<file path="src/rtl/tree_fanout_node.sv">
// tree_fanout_node: hierarchy node that fans one upstream request out to masked children,
// in parallel or one at a time, collects their dones under a watchdog and acks upstream.
module tree_fanout_node #(
  parameter int NUM_CHILDREN   = 5,
  parameter int TIMEOUT_CYCLES = 255,
  parameter int CNT_W          = 8
) (
  input  logic                    clk,
  input  logic                    rst,
  input  logic                    up_req,
  output logic                    up_ack,
  output logic                    up_err,
  input  logic [NUM_CHILDREN-1:0] child_mask,
  input  logic                    seq_mode,
  output logic [NUM_CHILDREN-1:0] dn_req,
  input  logic [NUM_CHILDREN-1:0] dn_done,
  output logic                    busy,
  output logic [CNT_W-1:0]        done_count
);
  localparam int TW = $clog2(TIMEOUT_CYCLES);
  typedef enum logic [1:0] {IDLE, ISSUE, WAIT, RESP} state_t;
  state_t                  r_state;
  logic [NUM_CHILDREN-1:0] r_pend, r_dn;
  logic                    r_seq, r_ack, r_err, r_busy;
  logic [TW-1:0]           r_timer;
  logic [CNT_W-1:0]        r_cnt;
  logic [NUM_CHILDREN-1:0] w_hit, w_left, w_low_pend, w_low_left;
  logic                    w_tmo;
  assign w_hit      = r_dn & dn_done;
  assign w_left     = r_pend & ~w_hit;
  assign w_low_pend = r_pend & (-r_pend);
  assign w_low_left = w_left & (-w_left);
  assign w_tmo      = r_timer == TW'(TIMEOUT_CYCLES - 1);
  always_ff @(posedge clk or posedge rst) begin
    if (rst) begin
      r_state <= IDLE;
      r_pend  <= '0;
      r_dn    <= '0;
      r_seq   <= 1'b0;
      r_ack   <= 1'b0;
      r_err   <= 1'b0;
      r_busy  <= 1'b0;
      r_timer <= '0;
      r_cnt   <= '0;
    end else begin
      case (r_state)
        IDLE: begin
          r_ack <= 1'b0;
          r_err <= 1'b0;
          if (up_req) begin
            r_pend <= child_mask;
            r_seq  <= seq_mode;
            r_busy <= 1'b1;
            if (child_mask == '0) begin
              r_state <= RESP;
              r_ack   <= 1'b1;
              r_cnt   <= r_cnt + CNT_W'(1);
            end else r_state <= ISSUE;
          end
        end
        ISSUE: begin
          r_dn    <= r_seq ? w_low_pend : r_pend;
          r_timer <= '0;
          r_state <= WAIT;
        end
        WAIT: begin
          r_pend <= w_left;
          // a done in the final watchdog cycle is honoured before the timeout
          if (w_left == '0) begin
            r_dn    <= '0;
            r_ack   <= 1'b1;
            r_cnt   <= r_cnt + CNT_W'(1);
            r_state <= RESP;
          end else if (r_seq && |w_hit) begin
            r_dn    <= w_low_left;
            r_timer <= '0;
          end else if (w_tmo) begin
            r_dn    <= '0;
            r_pend  <= '0;
            r_err   <= 1'b1;
            r_ack   <= 1'b1;
            r_state <= RESP;
          end else begin
            r_dn    <= r_dn & ~w_hit;
            r_timer <= r_timer + TW'(1);
          end
        end
        RESP: begin
          r_ack   <= 1'b0;
          r_err   <= 1'b0;
          r_busy  <= 1'b0;
          r_state <= IDLE;
        end
        default: r_state <= IDLE;
      endcase
    end
  end
  assign up_ack     = r_ack;
  assign up_err     = r_err;
  assign dn_req     = r_dn;
  assign busy       = r_busy;
  assign done_count = r_cnt;
endmodule

</file>
<file path="config.mk">
export PLATFORM = sky130hd
export DESIGN_NAME = tree_fanout_node
export DESIGN_NICKNAME = d
export VERILOG_FILES = /design/src/rtl/tree_fanout_node.sv
export SDC_FILE = /design/constraint.sdc
export NUM_CORES = 1
export LEC_CHECK = 0
export CAP_MARGIN = 5
export CORE_MARGIN = 5
export CORE_UTILIZATION = 60
export CTS_BUF_LIST = sky130_fd_sc_hd__clkbuf_4
export DETAILED_ROUTE_END_ITERATION = 16
export HOLD_SLACK_MARGIN = 0.06
export PLACE_DENSITY = 0.87
export SLEW_MARGIN = 20
export SYNTH_ARGS = -nofsm -noshare
export SYNTH_HDL_FRONTEND = slang
export SYNTH_SLANG_ARGS = --single-unit
</file>
<file path="constraint.sdc">
create_clock -name clk -period 4.5 [get_ports clk]
set_clock_uncertainty 0.05 [all_clocks]
set_input_delay 1.125 -clock clk [delete_from_list [all_inputs] [get_ports clk]]
set_output_delay 1.125 -clock clk [all_outputs]
set_load 0.01 [all_outputs]
</file>
==> metrics, run 1 <==
final setup violation count=0; crit path max fanout=8; PD cells=707 nW/um2; Critical Path Sink Type=flip-flop; syn_area_per_cell=slightly below 10 um2; hold_buf cts=0; Post-Syn Area=roughly 2000 um2; Fin Setup TNS=0 ps; die footprint=4570 um2; vias=~1700; Final Max Tran Viols=0; max-cap violations=0; Starting Density=between 60% and 70%; Hold Violations, Final=0; Max-slew headroom=a little over two fifths; Die Wd=approximately 68 um; Crit-path slowest cell=clkdlybuf4s50_1; row count=21; crit path time final=2760 ps; fin crit share=around 61%; ANT cells=0; Pleak=slightly below 1 nW; post-CTS setup buffer count=0; Final Wtd Congestion=0.858; Hold WC Path Type=flip-flop to flip-flop; total iterations of the first detailed-routing run=4; status=finished clean; critical path required time=between 4000 and 5000 ps; CTS Root Cell=clkbuf_4; layout cells sized above 1=between 10 and 15%; Total Routing Usage GR=22.6%; number of top-level pins=30; initial antenna violation count=0; most frequent cells in the layout=32 x dfrtp_1, 29 x clkdlybuf4s50_1, 19 x nand2_1; Yosys Warn Count=0; crit path kind=primary input to flip-flop; met1 Use GR=approximately 29%; Final Power=roughly 1.7 mW; DRC Markers=0; final WL=~4600 um; Peak VDD IR=approximately 0.42 mV; met3 global-route usage=6.82%; Post-synth ARST share=100%; Clock transition at path regs=about 100 ps; Seq/Total Area, Yosys=about two fifths; WL per Instance=16.4 um; first-pass GRT wire length=7620 um; worst slew pin tran=about 870 ps; Synth area leaders=dfrtp_1 40%, o21ai_0 4.5%, ha_1 4.4%; Core Util, Final=~72%; dominant synthesized flop cell=dfrtp_1; Core Area=3280 um2; largest net degree at the start of global routing=23; ANT nets after route=0; grt total ovfl=0; htree depth=2; Synth Net Count=between 200 and 250; Synth Instances=between 200 and 250; vias per cell=a little over 6; Syn-to-layout area delta=19.2%; CP arrival=~3000 ps; dpl cells=around 280; worst hold slack=approximately 430 ps; CP Launch Type=primary input; NumNets Final=around 260; CTS max path bufs=2; clock tree sinks=32; worst skew pair latency=around 350 ps; post-synthesis cell type count=between 50 and 60; post_cts resized=0; Post-synth EDFFs=0; #FFs+latches synth=32; crit path cell chain=clkdlybuf4s50_1 -> a222oi_1 -> a21oi_1 -> o221a_2 -> o21ai_0 -> a32o_1; vias in the first global route=between 1500 and 2000; commonest non-fill, non-tap cell in the layout=dfrtp_1; worst path bufs/invs=1; fmax=about 360 MHz; slowest stage delay, CP=roughly 530 ps; CTS buffer count=5; met2 Use GR=a little over a third; IO Port Bufs=29; RSZ-0062 raised after global routing=no; top cell type's share of synthesized area=between 40 and 50%; hpwl dp=approximately 3400 um; Crit path max-delay family=compound AO/OA/AOI/OAI gates; Finished Layout Cells=around 280; Most Crowded Layer GR=met2; CTS tree=done; Iteration-0 DRC Markers=between 150 and 200; dominant cell type by area after synthesis=dfrtp_1; Die Ht=approximately 68 um
[worst reg2reg max path, cell delays in order, from the launching register on]
cell,delay [ps]
dfrtp_1,430
inv_1,100
ha_1,570
inv_2,200
o21a_1,330
nand2b_4,220
nor2_1,180
mux2_2,350
[routing by layer]
metal / wire [um] / vias up / share of wire [%]
met5: 0 / - / 0
met4: 90 / 0 / 1.9
met3: 281 / 9 / 6.1
met2: 2220 / 64 / 48
met1: 2050 / 836 / 44
li1: - / 829 / -
[worst paths after layout]
kind,endpoint,slack [ps],cells past startpoint,start
setup / recovery,r_timer[3],1740,6,dn_done[4]
hold / removal,done_count[7],430,1,done_count[7]
setup reg to reg,done_count[1],1960,7,r_state[0]
hold reg to reg,done_count[7],430,1,done_count[7]
max in group asynchronous,r_seq,2510,3,rst
min in group asynchronous,r_timer[2],1200,2,rst
[flip-flops by register name, summed over array words and instances (netlist names)]
| signal | cells |
|---|---|
| busy | 1 |
| up_ack | 1 |
| up_err | 1 |
| dn_req | 5 |
| r_state | 2 |
| r_seq | 1 |
| done_count | 8 |
| r_pend | 5 |
| r_timer | 8 |
[where the power goes]
| part | total, mW | leakage, nW | switching (mW) | internal [mW] |
|---|---|---|---|---|
| clock | 0.161 | 0.0324 | 0.103 | 0.0572 |
| combinational | 0.987 | 0.561 | 0.543 | 0.444 |
| sequential | 0.530 | 0.396 | 0.130 | 0.401 |
| total | 1.68 | 0.989 | 0.776 | 0.902 |
[kinds of logic (layout without fill, tap and decap cells)]
family / Yosys count / in the layout / synth area share [%]
AOI/OAI and AO/OA: 66 / 66 / 24.6
xor gates and xnor gates: 8 / 8 / 3.52
adders and majority gates: 7 / 7 / 4.40
buffers and inverters: 12 / 46 / 2.70
DFF: 32 / 32 / 40.3
muxes: 4 / 4 / 2.26
and+or+nand+nor: 74 / 74 / 22.3
[cell usage after synthesis, types with 2 or more instances]
| cell | number |
|---|---|
| a22o_1 | 2 |
| nand3_1 | 11 |
| a31o_2 | 2 |
| nor3_1 | 6 |
| mux2_2 | 4 |
| a31oi_1 | 4 |
| a21oi_1 | 9 |
| o22ai_1 | 2 |
| nor3b_1 | 3 |
| dfrtp_1 | 32 |
| a21o_1 | 3 |
| a22oi_1 | 4 |
| o21ai_0 | 18 |
| inv_1 | 7 |
| a21bo_2 | 5 |
| o211ai_1 | 2 |
| nor4b_1 | 5 |
| nor2_1 | 12 |
| and4_1 | 2 |
| xor2_1 | 8 |
| nand2_1 | 19 |
| ha_1 | 7 |
| and3_1 | 3 |
| nand4_1 | 3 |
| clkbuf_1 | 2 |
[through the flow]
stage	setup WS (ps)	instance area, um2
2_1_floorplan	1930	1990
3_3_place_gp	1420	2320
3_5_place_dp	1360	2320
4_1_cts	1740	2370
5_1_grt	1640	2370
6_report	1740	2370
[cell type report]
| cell class | instances | area, um2 |
|---|---|---|
| Timing Repair Buffer | 30 | 298 |
| Inverter | 8 | 30.0 |
| Clock buffer | 5 | 37.5 |
| Clock inverter | 3 | 13.8 |
| Fill cell | 257 | 912 |
| Multi-Input combinational cell | 159 | 1130 |
| Sequential cell | 32 | 801 |
| Tap cell | 46 | 57.6 |
No activity file was read; power rests on OpenSTA's default activity.
==> inputs of run 2 (changes only) <==
--- a/config.mk
+++ b/config.mk
@@ -7,11 +7,11 @@
 export LEC_CHECK = 0
 export CAP_MARGIN = 5
 export CORE_MARGIN = 5
-export CORE_UTILIZATION = 60
+export CORE_UTILIZATION = 56
 export CTS_BUF_LIST = sky130_fd_sc_hd__clkbuf_4
 export DETAILED_ROUTE_END_ITERATION = 16
 export HOLD_SLACK_MARGIN = 0.06
-export PLACE_DENSITY = 0.87
+export PLACE_DENSITY = 0.82
 export SLEW_MARGIN = 20
 export SYNTH_ARGS = -nofsm -noshare
 export SYNTH_HDL_FRONTEND = slang
==> constraint.sdc (replaced) <==
create_clock -name clk -period 2.7 [get_ports clk]
set_clock_uncertainty 0.05 [all_clocks]
set_input_delay 0.675 -clock clk [delete_from_list [all_inputs] [get_ports clk]]
set_output_delay 0.675 -clock clk [all_outputs]
set_load 0.01 [all_outputs]
==> metrics, run 2 (synthesis results as in run 1) <==
status=finished clean; Critical Path Sink Type=flip-flop; Final Max Tran Viols=0 (unchanged); Hold WC Path Type=flip-flop to flip-flop; Peak VDD IR=0.678 mV (+63%); total iterations of the first detailed-routing run=4 (unchanged); RSZ-0062 raised after global routing=no; largest net degree at the start of global routing=33 (+43%); die footprint=4840 um2 (+6.1%); Pleak=1.01 nW (+2.5%); slowest stage delay, CP=450 ps (-80 ps); post_cts resized=0 (unchanged); Crit-path slowest cell=clkdlybuf4s50_1; row count=21 (unchanged); Starting Density=58.7% (-1.9 points); worst reg2reg path startpoint=r_state[1]; IO Port Bufs=29 (unchanged); vias=1708 (-1.7%); crit path kind=primary input to flip-flop; Worst setup startpoint=dn_done[2]; hpwl dp=3410 um (+0.30%); critical path required time=2870 ps (-1830 ps); Die Wd=69.6 um (+3.0%); worst skew pair latency=320 ps (-30 ps); Total Routing Usage GR=20.0% (-2.6 points); Most Crowded Layer GR=met2; WL per Instance=15.7 um (-4.5%); Crit path max-delay family=compound AO/OA/AOI/OAI gates; CTS Root Cell=clkbuf_4; DRC Markers=0 (unchanged); vias per cell=5.95 (-3.1%); sw frac=44.8% (-1.4 points); CTS buffer count=5 (unchanged); first-pass GRT wire length=7950 um (+4.2%); grt total ovfl=0 (unchanged); crit path cell chain=clkdlybuf4s50_1 -> a222oi_1 -> a21o_2 -> nand2_4 -> a21oi_1 -> mux2_2; crit path time final=2290 ps; layout cells sized above 1=15.8% (+1.8 points); htree depth=2 (unchanged); FF-to-FF path depth=7 (unchanged); met3 global-route usage=4.35% (-2.5 points); Clock transition at path regs=100 ps (about the same); post-CTS setup buffer count=0 (unchanged); max-cap violations=0 (unchanged); met2 Use GR=31.9% (-3.4 points); clock power share=8.2% (-1.4 points); hold_buf cts=0 (unchanged); r2r setup slk=660 ps (-1300 ps); combinational group share of total power=60.7% (+1.9 points); Iteration-0 DRC Markers=163 (-11%); Seq pwr share=31.1% (-0.5 points); CTS max path bufs=2 (unchanged); number of top-level pins=30 (unchanged); final setup violation count=0 (unchanged); worst slew pin tran=410 ps (-461 ps); Max-slew headroom=72.7% (+31 points); commonest non-fill, non-tap cell in the layout=dfrtp_1; worst path bufs/invs=1 (unchanged); Pint=1.57 mW (+75%); met1 Use GR=26.6% (-2.3 points); Critical R2R Capture=done_count[1]; Die Ht=69.6 um (+3.0%); ANT cells=0 (unchanged); Fin Setup TNS=0 ps (unchanged); Critical Path Sink=up_ack; Syn-to-layout area delta=21.2%; most frequent cells in the layout=32 x dfrtp_1, 29 x clkdlybuf4s50_1, 19 x nand2_1; ANT nets after route=0 (unchanged); fmax=roughly 440 MHz; crit path max fanout=8 (unchanged); placed inst area=2370 um2 (+2.3%); NumNets Final=264 (+2.7%); CP arrival=2460 ps (-500 ps); fin crit share=roughly 85%; CTS tree=done; vias in the first global route=1705 (+4.8%); CP Launch Type=primary input; PD cells=1180 nW/um2 (+67%); Final Wtd Congestion=0.800 (-6.8%); total net switching power=1.28 mW (+65%); fin area=2410 um2 (+1.6%); Core Area=3390 um2 (+3.2%); final WL=4490 um (-3.1%); WP depth=6 (unchanged); Hold Violations, Final=0 (unchanged); initial antenna violation count=0 (unchanged); clock tree sinks=32 (unchanged)
[run 2: cell count changes in the layout (fill, tap and decap cells not counted), sizes merged]
cell,delta
clkinv,-3
buf,+7
[run 2: metal layers]
| layer | vias to the layer above | part of all wire, % |
|---|---|---|
| met1 | 807 | 45 |
| met3 | 9 | 5.7 |
| met5 | - | 0 |
| li1 | 842 | - |
| met4 | 0 | 1.6 |
| met2 | 50 | 47 |
[run 2: layout make-up]
class                           count  area [um2]
Clock buffer                        5        37.5
Fill cell                         272         978
Inverter                            8        30.0
Multi-Input combinational cell    159        1130
Sequential cell                    32         801
Tap cell                           46        57.6
Timing Repair Buffer               37         350
[run 2: worst reg2reg max path, stage by stage, from the launching register on]
cell	delay, ps
dfrtp_1	420
inv_1	120
ha_1	330
nand2_1	170
o21a_1	150
nand2b_4	180
nor2_1	170
mux2_2	350
[run 2: power groups by stage]
stage | combinational [mW] | sequential, mW | clock [mW]
finish | 1.73 | 0.887 | 0.234
global route | 1.92 | 0.920 | 0.265
CTS | 1.74 | 0.885 | 0.242
detailed placement | 1.73 | 0.893 | 0
global placement | 1.70 | 0.888 | 0
floorplan | 1.12 | 0.897 | 0
[run 2: through the flow]
step,hold WS (ps),setup slack (ps),power (mW),std cells,util (%)
after detailed placement,410,60.5,2.63,282,70.0
after global placement,411,102,2.59,282,70.0
after global routing,442,193,3.10,287,71.1
after CTS,429,414,2.87,287,71.1
after floorplan,415,576,2.02,203,-
final,427,408,2.85,287,71.1
[run 2: how the worst min path moves through the flow]
stage	depth (start not counted)	endpoint	slack, ps	startpoint
global route	1	done_count[7]	440	done_count[7]
global placement	1	done_count[7]	410	done_count[7]
floorplan	1	r_timer[7]	420	r_timer[7]
detailed placement	1	done_count[7]	410	done_count[7]
finish	1	done_count[7]	430	done_count[7]
CTS	1	done_count[7]	430	done_count[7]
